`src/rtl/i2c_bus_arbiter.sv`:
```
// Round-robin arbiter sharing one I2C engine between NUM_REQ requesters, one transaction at a time.
// Optional watchdog on the engine wait states is enabled by defining I2C_ARB_TIMEOUT_EN.
module i2c_bus_arbiter #(
  parameter int          NUM_REQ        = 2,
  parameter int          TIMEOUT_CYCLES = 4096,
  parameter logic [1:0]  ENG_MODE       = 2'b00
) (
  input  logic                   clk,
  input  logic                   rst,
  input  logic [NUM_REQ-1:0]     req,
  input  logic [7*NUM_REQ-1:0]   req_addr,
  input  logic [8*NUM_REQ-1:0]   req_wdata,
  input  logic [NUM_REQ-1:0]     req_rw,
  output logic [NUM_REQ-1:0]     gnt,
  output logic [NUM_REQ-1:0]     done,
  output logic                   err,
  output logic [7:0]             rdata,
  output logic                   busy,
  output logic                   eng_en,
  output logic [6:0]             eng_addr,
  output logic [7:0]             eng_wdata,
  output logic                   eng_rw,
  output logic [1:0]             eng_mode,
  input  logic [7:0]             eng_rdata,
  input  logic                   eng_ready,
  output logic [2:0]             fsm_state
);

  localparam int IW = (NUM_REQ > 1) ? $clog2(NUM_REQ) : 1;

  if (NUM_REQ < 2 || NUM_REQ > 8 || TIMEOUT_CYCLES < 1) begin : g_bad_param
    $error("i2c_bus_arbiter: NUM_REQ must be 2..8 and TIMEOUT_CYCLES >= 1");
  end

  typedef enum logic [2:0] {
    S_IDLE      = 3'd0,
    S_ISSUE     = 3'd1,
    S_WAIT_BUSY = 3'd2,
    S_WAIT_DONE = 3'd3,
    S_RESP      = 3'd4
  } state_t;

  state_t          state;
  logic [IW-1:0]   last;
  logic [IW-1:0]   owner;
  logic [IW-1:0]   pick;
  logic [IW-1:0]   idx;
  logic            pick_valid;

  assign eng_mode  = ENG_MODE;
  assign fsm_state = state;

  function automatic logic [NUM_REQ-1:0] onehot(input logic [IW-1:0] i);
    logic [NUM_REQ-1:0] v;
    v    = '0;
    v[i] = 1'b1;
    return v;
  endfunction

  // Scan from last+NUM_REQ down to last+1 so the closest requester after last wins.
  always_comb begin
    pick_valid = 1'b0;
    pick       = '0;
    idx        = '0;
    for (int k = NUM_REQ; k >= 1; k--) begin
      idx = IW'((int'(last) + k) % NUM_REQ);
      if (req[idx]) begin
        pick_valid = 1'b1;
        pick       = idx;
      end
    end
  end

`ifdef I2C_ARB_TIMEOUT_EN
  localparam int CW = $clog2(TIMEOUT_CYCLES + 1);
  logic [CW-1:0] wd_cnt;
  logic          wd_hit;
  assign wd_hit = (wd_cnt == CW'(TIMEOUT_CYCLES));
`else
  assign err = 1'b0;
`endif

  always_ff @(posedge clk or negedge rst) begin
    if (!rst) begin
      state     <= S_IDLE;
      gnt       <= '0;
      done      <= '0;
      rdata     <= '0;
      busy      <= 1'b0;
      eng_en    <= 1'b0;
      eng_addr  <= '0;
      eng_wdata <= '0;
      eng_rw    <= 1'b0;
      owner     <= '0;
      last      <= IW'(NUM_REQ - 1);
`ifdef I2C_ARB_TIMEOUT_EN
      err       <= 1'b0;
      wd_cnt    <= '0;
`endif
    end else begin
      case (state)
        S_IDLE: begin
          if (pick_valid && eng_ready) begin
            owner     <= pick;
            gnt       <= onehot(pick);
            eng_addr  <= req_addr[7*pick +: 7];
            eng_wdata <= req_wdata[8*pick +: 8];
            eng_rw    <= req_rw[pick];
            eng_en    <= 1'b1;
            busy      <= 1'b1;
            state     <= S_ISSUE;
          end
        end
        S_ISSUE: begin
          eng_en <= 1'b0;
          state  <= S_WAIT_BUSY;
`ifdef I2C_ARB_TIMEOUT_EN
          wd_cnt <= '0;
`endif
        end
        S_WAIT_BUSY: begin
          if (!eng_ready) begin
            state <= S_WAIT_DONE;
`ifdef I2C_ARB_TIMEOUT_EN
            wd_cnt <= '0;
`endif
          end
`ifdef I2C_ARB_TIMEOUT_EN
          else if (wd_hit) begin
            done  <= onehot(owner);
            err   <= 1'b1;
            state <= S_RESP;
          end else begin
            wd_cnt <= wd_cnt + CW'(1);
          end
`endif
        end
        S_WAIT_DONE: begin
          // Writes capture too: rdata always reflects the last completed transfer.
          if (eng_ready) begin
            rdata <= eng_rdata;
            done  <= onehot(owner);
            state <= S_RESP;
          end
`ifdef I2C_ARB_TIMEOUT_EN
          else if (wd_hit) begin
            done  <= onehot(owner);
            err   <= 1'b1;
            state <= S_RESP;
          end else begin
            wd_cnt <= wd_cnt + CW'(1);
          end
`endif
        end
        S_RESP: begin
          done  <= '0;
          gnt   <= '0;
          busy  <= 1'b0;
          last  <= owner;
          state <= S_IDLE;
`ifdef I2C_ARB_TIMEOUT_EN
          err   <= 1'b0;
`endif
        end
        default: state <= S_IDLE;
      endcase
    end
  end

endmodule

```
`config.mk`:
```
export PLATFORM = sky130hd
export DESIGN_NAME = i2c_bus_arbiter
export DESIGN_NICKNAME = d
export VERILOG_FILES = /design/src/rtl/i2c_bus_arbiter.sv
export SDC_FILE = /design/constraint.sdc
export NUM_CORES = 1
export LEC_CHECK = 0
export BUFFER_PORTS_ARGS = -buffer_cell sky130_fd_sc_hd__buf_2
export CAP_MARGIN = 20
export CORE_MARGIN = 1.5
export CORE_UTILIZATION = 40
export CTS_BUF_LIST = sky130_fd_sc_hd__clkbuf_16
export DETAILED_ROUTE_END_ITERATION = 10
export PLACE_DENSITY = 0.74
export SYNTH_ARGS = -nofsm -noshare
export SYNTH_HDL_FRONTEND = slang
export SYNTH_SLANG_ARGS = --single-unit
```
`constraint.sdc`:
```
create_clock -name clk -period 1.79 [get_ports clk]
set_input_delay 0.4475 -clock clk [delete_from_list [all_inputs] [get_ports clk]]
set_output_delay 0.4475 -clock clk [all_outputs]
set_load 0.01 [all_outputs]
```
==> summary.md, run 1 <==
| Metric | Value |
|---|---|
| Final min period | 1480 ps |
| Largest net degree at the start of global routing | 35 |
| Netlist cell types | 28 |
| Unrepaired setup endpoints after global routing | no |
| DRC Markers | 0 |
| Final Cycle Share | 0.827 |
| CP endpoint kind | register |
| DR pass1 iterations | 4 |
| Area grow syn2layout | 39.1% |
| H-tree Lvls | 2 |
| Critical-path maximum fanout | 11 |
| Synthesized instance count | 130 |
| Total CTS buffers | 5 |
| Clock sinks | 35 |
| Most frequent cells in the layout | buf_2 (77), dfrtp_1 (34), mux2_2 (32) |
| Placed inst area | 2080 um^2 |
| WL final | 3270 um |
| Crit path largest cell delay | 470 ps |
| Worst skew pair latency | approximately 270 ps |
| Setup slack after layout | 310 ps |
| GRT Util Overall | 0.168 |
| Max_cap viols | 0 |
| Crit path kind | reg -> reg |
| Die span in y | 66.3 um |
| Cell area after layout | 2230 um^2 |
| Clock transition at the registers of the reported paths | 50 ps |
| Number of buffers and inverters on the critical path | 1 |
| Sequential fraction of the synthesis area | 0.548 |
| Required @ worst endpoint | 1940 ps |
| Post-CTS Setup Inserts | 0 |
| Final Core Density | 0.595 |
| CTS tree | yes |
| Critical path arrival | 1630 ps |
| Initial antenna violation count | 0 |
| Outcome | finished, final reports clean |
| Final slew viol count | 0 |
| Post-DRT Antenna Nets | 0 |
| I/O pin count | 81 |
| Mapped Avg Cell Area | 12.3 um^2 |
| Nets | 263 |
| Core Footprint | around 3700 um^2 |
| Gp weighted congestion | 0.740 |
| Post-Synthesis Cell Area | roughly 1600 um^2 |
| Clk root buf | clkbuf_16 |
| Pwr/cell area | 1570 nW/um^2 |
| Cell at the slowest stage of the critical path | dfrtp_1 |
| Share of layout cells above drive strength 1 | 0.589 |
| Clock Skews | ~3.0 ps |
| Initial core utilization | 0.428 |
| Number of port buffers | 77 |
| Most common cell after layout, fill and taps aside | buf_2 |
| Yosys reg bits | 35 |
| Die area | about 4400 um^2 |
| CP Launch Type | register |
| DP HPWL | approximately 2500 um |
| Avg Vias per Cell | between 4 and 5 |
| TNS Setup | 0 ps |
| Max frequency | 0.675 GHz |
| Vias in the first global route | 1,316 |
| Num rows | 22 |
| Dpl ws | 138 ps |
| Die width | 66.3 um |
| Diode count | 0 |
| Fill cell count | 335 |
| Max VDD drop | 895 uV |
| Final setup fails | 0 |
| Via total after detailed routing | 1,278 |
| First-pass GRT wire length | 5580 um |
| Grt total ovfl | 0 |
| Static Leak | 1.14 nW |
| R2r setup slk | 310 ps |
| Hold/Removal Path Class | in -> reg |
| Iteration-0 DRC Markers | 85 |
| Crit-path cells | nor4_4 -> buf_4 -> mux2_2 |
| Critical path's top delay family | flip-flops |
| Clock buffer depth | 2 |
| Final hold vios | 0 |
| Routed wire per std cell | 12.2 um |
| Synth Warn # | 0 |
-- synthesized netlist by cell type, drive strengths merged --
| master | n | area, um^2 |
|---|---|---|
| mux2i | 1 | 10.0 |
| or2 | 1 | 6.26 |
| nor4 | 1 | 21.3 |
| nor2 | 2 | 7.51 |
| nand2b | 2 | 20.0 |
| o21ai | 2 | 10.0 |
| dfrtp | 34 | 851 |
| dfstp | 1 | 26.3 |
| and3 | 1 | 6.26 |
| buf | 7 | 48.8 |
| o41ai | 1 | 8.76 |
| a21boi | 2 | 18.8 |
| inv | 3 | 11.3 |
| nand2 | 26 | 97.6 |
| a21oi | 2 | 10.0 |
| nand4b | 3 | 26.3 |
| a21o | 1 | 7.51 |
| conb | 1 | 3.75 |
| o32a | 1 | 10.0 |
| or3b | 1 | 8.76 |
| a22o | 2 | 17.5 |
| mux2 | 32 | 360 |
| clkbuf | 1 | 3.75 |
| nor3 | 2 | 10.0 |
-- area by class of cell --
cell class                      count  area, um^2  share of cell area
Inverter                            3        11.3             0.00505
Tap cell                           48        60.1              0.0270
Timing Repair Buffer               87         475               0.213
Clock inverter                      3        11.3             0.00505
Clock buffer                        5         125              0.0561
Sequential cell                    35         877               0.394
Multi-Input combinational cell     86         668               0.300
-- per-stage QoR --
| step | hold WS, ps | total power [mW] | cells |
|---|---|---|---|
| floorplan | 152 | 2.17 | 132 |
| global placement | 248 | 2.72 | 258 |
| detailed placement | 245 | 2.76 | 258 |
| CTS | 361 | 3.56 | 267 |
| global route | 379 | 3.76 | 267 |
| finish | 366 | 3.50 | 267 |
-- where the power goes --
| group | internal [mW] | switching [mW] |
|---|---|---|
| sequential | 1.18 | 0.199 |
| combinational | 0.693 | 0.651 |
| clock | 0.499 | 0.285 |
-- registers in the layout, summed over array words and instances (netlist names) --
| signal | cells |
|---|---|
| done | 2 |
| eng_en | 1 |
| fsm_state | 3 |
| owner | 1 |
| last | 1 |
| rdata | 8 |
| eng_wdata | 8 |
| busy | 1 |
| eng_addr | 7 |
| gnt | 2 |
| eng_rw | 1 |
-- metal layers --
| metal | GRT usage | up-vias | share of wire |
|---|---|---|---|
| li1 | - | 621 | - |
| met1 | 0.203 | 608 | 0.43 |
| met2 | 0.281 | 41 | 0.49 |
| met3 | 0.0477 | 8 | 0.064 |
| met4 | 0.0689 | 0 | 0.018 |
| met5 | 0 | - | 0 |
-- what timing repair did --
action | in CTS | in global routing
resized for setup | 0 | 0
endpoints found under the hold margin | 1 | 0
hold buffers | 1 | 0
endpoints found under the setup margin | 0 | 0
-- final timing paths --
kind,start,to,depth (start not counted)
min in group asynchronous,rst,eng_addr[4]$_DFFE_PN0P_,2
worst min register to register,rdata[7]$_DFFE_PN0P_,rdata[7]$_DFFE_PN0P_,2
worst min-delay path,eng_rdata[5],rdata[5]$_DFFE_PN0P_,3
worst max register to register,fsm_state[0]$_DFFE_PN0P_,eng_wdata[4]$_DFFE_PN0P_,3
worst max-delay path,fsm_state[0]$_DFFE_PN0P_,eng_wdata[4]$_DFFE_PN0P_,3
max in group asynchronous,rst,last$_DFFE_PN1P_,3
-- cell families (layout without fill, tap and decap cells) --
family          Yosys count  in the layout  synth area share
compound gates           11             11            0.0516
buf+inv                  11             98            0.0398
flops                    35             35             0.548
mux                      33             33             0.231
other cells               1              3           0.00234
simple gates             39             39             0.127
-- worst min-delay path: cells and delay by family --
kind | cells | cell delay, ps
buffers and inverters | 1 | 80
AND/OR/NAND/NOR | 2 | 80
Power figures use the tool's default switching activity.
==> run 2: changes to the inputs <==
--- a/config.mk
+++ b/config.mk
@@ -8,10 +8,10 @@
 export BUFFER_PORTS_ARGS = -buffer_cell sky130_fd_sc_hd__buf_2
 export CAP_MARGIN = 20
 export CORE_MARGIN = 1.5
-export CORE_UTILIZATION = 40
+export CORE_UTILIZATION = 45
 export CTS_BUF_LIST = sky130_fd_sc_hd__clkbuf_16
 export DETAILED_ROUTE_END_ITERATION = 10
-export PLACE_DENSITY = 0.74
+export PLACE_DENSITY = 0.79
 export SYNTH_ARGS = -nofsm -noshare
 export SYNTH_HDL_FRONTEND = slang
 export SYNTH_SLANG_ARGS = --single-unit
==> constraint.sdc (replaced) <==
create_clock -name clk -period 1.5 [get_ports clk]
set_input_delay 0.375 -clock clk [delete_from_list [all_inputs] [get_ports clk]]
set_output_delay 0.375 -clock clk [all_outputs]
set_load 0.01 [all_outputs]
==> run 2 against run 1 <==
The flow now finishes with violations (negative setup slack). Critical path type unchanged. Die area down 11%. First-iteration DRC count shrank 61%. Hold slack lost 350 ps. Final area increased by 10%. Critical path depth rose by 2. Final cell count grew 2.2%. Sequential power grew 20%. Clock-buffer cell count is the same. Critical endpoint is now eng_rw$_DFFE_PN0P_. Register-to-register slack worse by 330 ps. Via count grew 3.4%.
==> summary.md, run 2 (same netlist as run 1, synthesis figures left out) <==
| Metric | Value |
|---|---|
| Iteration-0 DRC Markers | 33 (was 85) |
| Via total after detailed routing | 1,321 (was 1,278) |
| Die span in y | 62.7 um (was 66.3 um) |
| GRT Util Overall | 0.189 (was 0.168) |
| I/O pin count | 81 (unchanged) |
| Static Leak | 1.27 nW (was 1.14 nW) |
| Unrepaired setup endpoints after global routing | yes (was no) |
| Number of port buffers | 77 (unchanged) |
| Final min period | 1520 ps (was 1480 ps) |
| DRC Markers | 0 (unchanged) |
| Clk root buf | clkbuf_16 (unchanged) |
| Clock buffer depth | 2 (unchanged) |
| Required @ worst endpoint | 1660 ps (was 1940 ps) |
| H-tree Lvls | 2 (unchanged) |
| TNS Setup | -22.3 ps (was 0 ps) |
| Initial antenna violation count | 0 (unchanged) |
| Final hold vios | 0 (unchanged) |
| Hold/Removal Path Class | in -> async (was in -> reg) |
| Largest regs | eng_wdata: 8 flops, rdata: 8 flops, eng_addr: 7 flops (unchanged) |
| Clock transition at the registers of the reported paths | 60 ps (was 50 ps) |
| Core Footprint | 3360 um^2 (was 3740 um^2) |
| Num rows | 21 (was 22) |
| Clock Skews | 5.53 ps (was 3.02 ps) |
| Gp weighted congestion | 0.764 (was 0.740) |
| CTS tree | yes (unchanged) |
| Final Cycle Share | 1.01 (was 0.827) |
| Diode count | 0 (unchanged) |
| Setup slack after layout | -22.3 ps (was 310 ps) |
| Critical path arrival | 1680 ps (was 1630 ps) |
| Fill cell count | 260 (was 335) |
| Max VDD drop | 1240 uV (was 895 uV) |
| Routed wire per std cell | 13.4 um (was 12.2 um) |
| Initial core utilization | 0.476 (was 0.428) |
| Post-DRT Antenna Nets | 0 (unchanged) |
| Hold slack | 19.9 ps (was 366 ps) |
| Critical-path maximum fanout | 6 (was 11) |
| CP Launch Type | register (unchanged) |
| Final Power | 4.89 mW (was 3.50 mW) |
| Dpl ws | -73.9 ps (was 138 ps) |
| Violated checks | negative setup slack |
| Crit path kind | reg -> reg (unchanged) |
| Final slew viol count | 0 (unchanged) |
| Max_cap viols | 0 (unchanged) |
| Avg Vias per Cell | 4.84 (was 4.79) |
| Pwr/cell area | 2000 nW/um^2 (was 1570 nW/um^2) |
| Final setup fails | 1 (was 0) |
| Clock sinks | 35 (unchanged) |
| Die width | 62.7 um (was 66.3 um) |
| Final Core Density | 0.729 (was 0.595) |
| Worst skew pair latency | 280 ps (was 270 ps) |
| Grt total ovfl | 0 (unchanged) |
| DP HPWL | 2590 um (was 2550 um) |
| CP endpoint kind | register (unchanged) |
| First-pass GRT wire length | 5990 um (was 5580 um) |
| Total CTS buffers | 5 (unchanged) |
| Largest net degree at the start of global routing | 20 (was 35) |
| Die area | 3930 um^2 (was 4390 um^2) |
| Most common cell after layout, fill and taps aside | buf_2 (unchanged) |
| Nets | 271 (was 263) |
| Share of layout cells above drive strength 1 | 0.626 (was 0.589) |
| Most frequent cells in the layout | buf_2 (77), dfrtp_1 (33), nand2_1 (26) (was buf_2 (77), dfrtp_1 (34), mux2_2 (32)) |
| DR pass1 iterations | 4 (unchanged) |
| Area grow syn2layout | 53.0% (was 39.1%) |
| Vias in the first global route | 1,355 (was 1,316) |
| Max frequency | 0.657 GHz (was 0.675 GHz) |
| Outcome | complete, but fails checks (was finished, final reports clean) |
| WL final | 3660 um (was 3270 um) |
[run 2: changes by cell type in the layout (fill, tap and decap cells not counted), sizes merged]
cell | previous run | this run
bufinv | 0 | 2
buf | 86 | 94
clkinvlp | 0 | 1
clkinv | 2 | 0
dlygate4sd3 | 1 | 0
clkbuf | 5 | 6
inv | 4 | 3
[run 2: where the power goes]
| part | switching, mW | internal, mW | total (mW) |
|---|---|---|---|
| logic | 0.858 | 1.05 | 1.91 |
| clock network | 0.382 | 0.951 | 1.33 |
| registers | 0.242 | 1.41 | 1.65 |
[run 2: layout make-up]
| cell class | count | area (um^2) | area share |
|---|---|---|---|
| Sequential cell | 35 | 878 | 0.358 |
| Multi-Input combinational cell | 86 | 732 | 0.299 |
| Timing Repair Buffer | 95 | 579 | 0.236 |
| Clock buffer | 5 | 125 | 0.0510 |
| Clock inverter | 3 | 67.6 | 0.0276 |
| Tap cell | 46 | 57.6 | 0.0235 |
| Inverter | 3 | 11.3 | 0.00459 |
[run 2: per-layer routing]
layer  vias up  GRT usage  part of all wire
li1        636          -                 -
met1       634      0.247              0.45
met5         -          0                 0
met3         5     0.0523             0.055
met4         0     0.0500            0.0093
met2        46      0.312              0.48
[run 2: what timing repair did]
action / 4_1_cts / 5_1_grt
buffers inserted: 1 / 2
setup endpoints to repair: 6 / 16
hold buffers: 0 / 0
gates cloned: 0 / 1
gates resized for setup: 0 / 16
[run 2: through the flow]
step | instances | instance area (um^2)
finish | 273 | 2450
global route | 273 | 2450
CTS | 270 | 2350
detailed placement | 261 | 2150
global placement | 261 | 2150
floorplan | 132 | 1640
[run 2: path summary, 6_finish.rpt]
| path | cells past startpoint | endpoint | startpoint | slack (ps) |
|---|---|---|---|---|
| max reg2reg | 5 | eng_rw$_DFFE_PN0P_ | fsm_state[2]$_DFFE_PN0P_ | -20 |
| max | 5 | eng_rw$_DFFE_PN0P_ | fsm_state[2]$_DFFE_PN0P_ | -20 |
| min in group clk | 3 | rdata[4]$_DFFE_PN0P_ | eng_rdata[4] | 290 |
| max in group asynchronous | 2 | last$_DFFE_PN1P_ | rst | 960 |
| min | 1 | eng_addr[2]$_DFFE_PN0P_ | rst | 20 |
| min reg2reg | 2 | rdata[4]$_DFFE_PN0P_ | rdata[4]$_DFFE_PN0P_ | 470 |
[run 2: worst max-delay path: stages, from the launching register on]
cell and delay [ps]:
dfrtp_2 390, nand2b_4 150, nor4_4 190, buf_4 190
buf_6 140, mux2_2 330
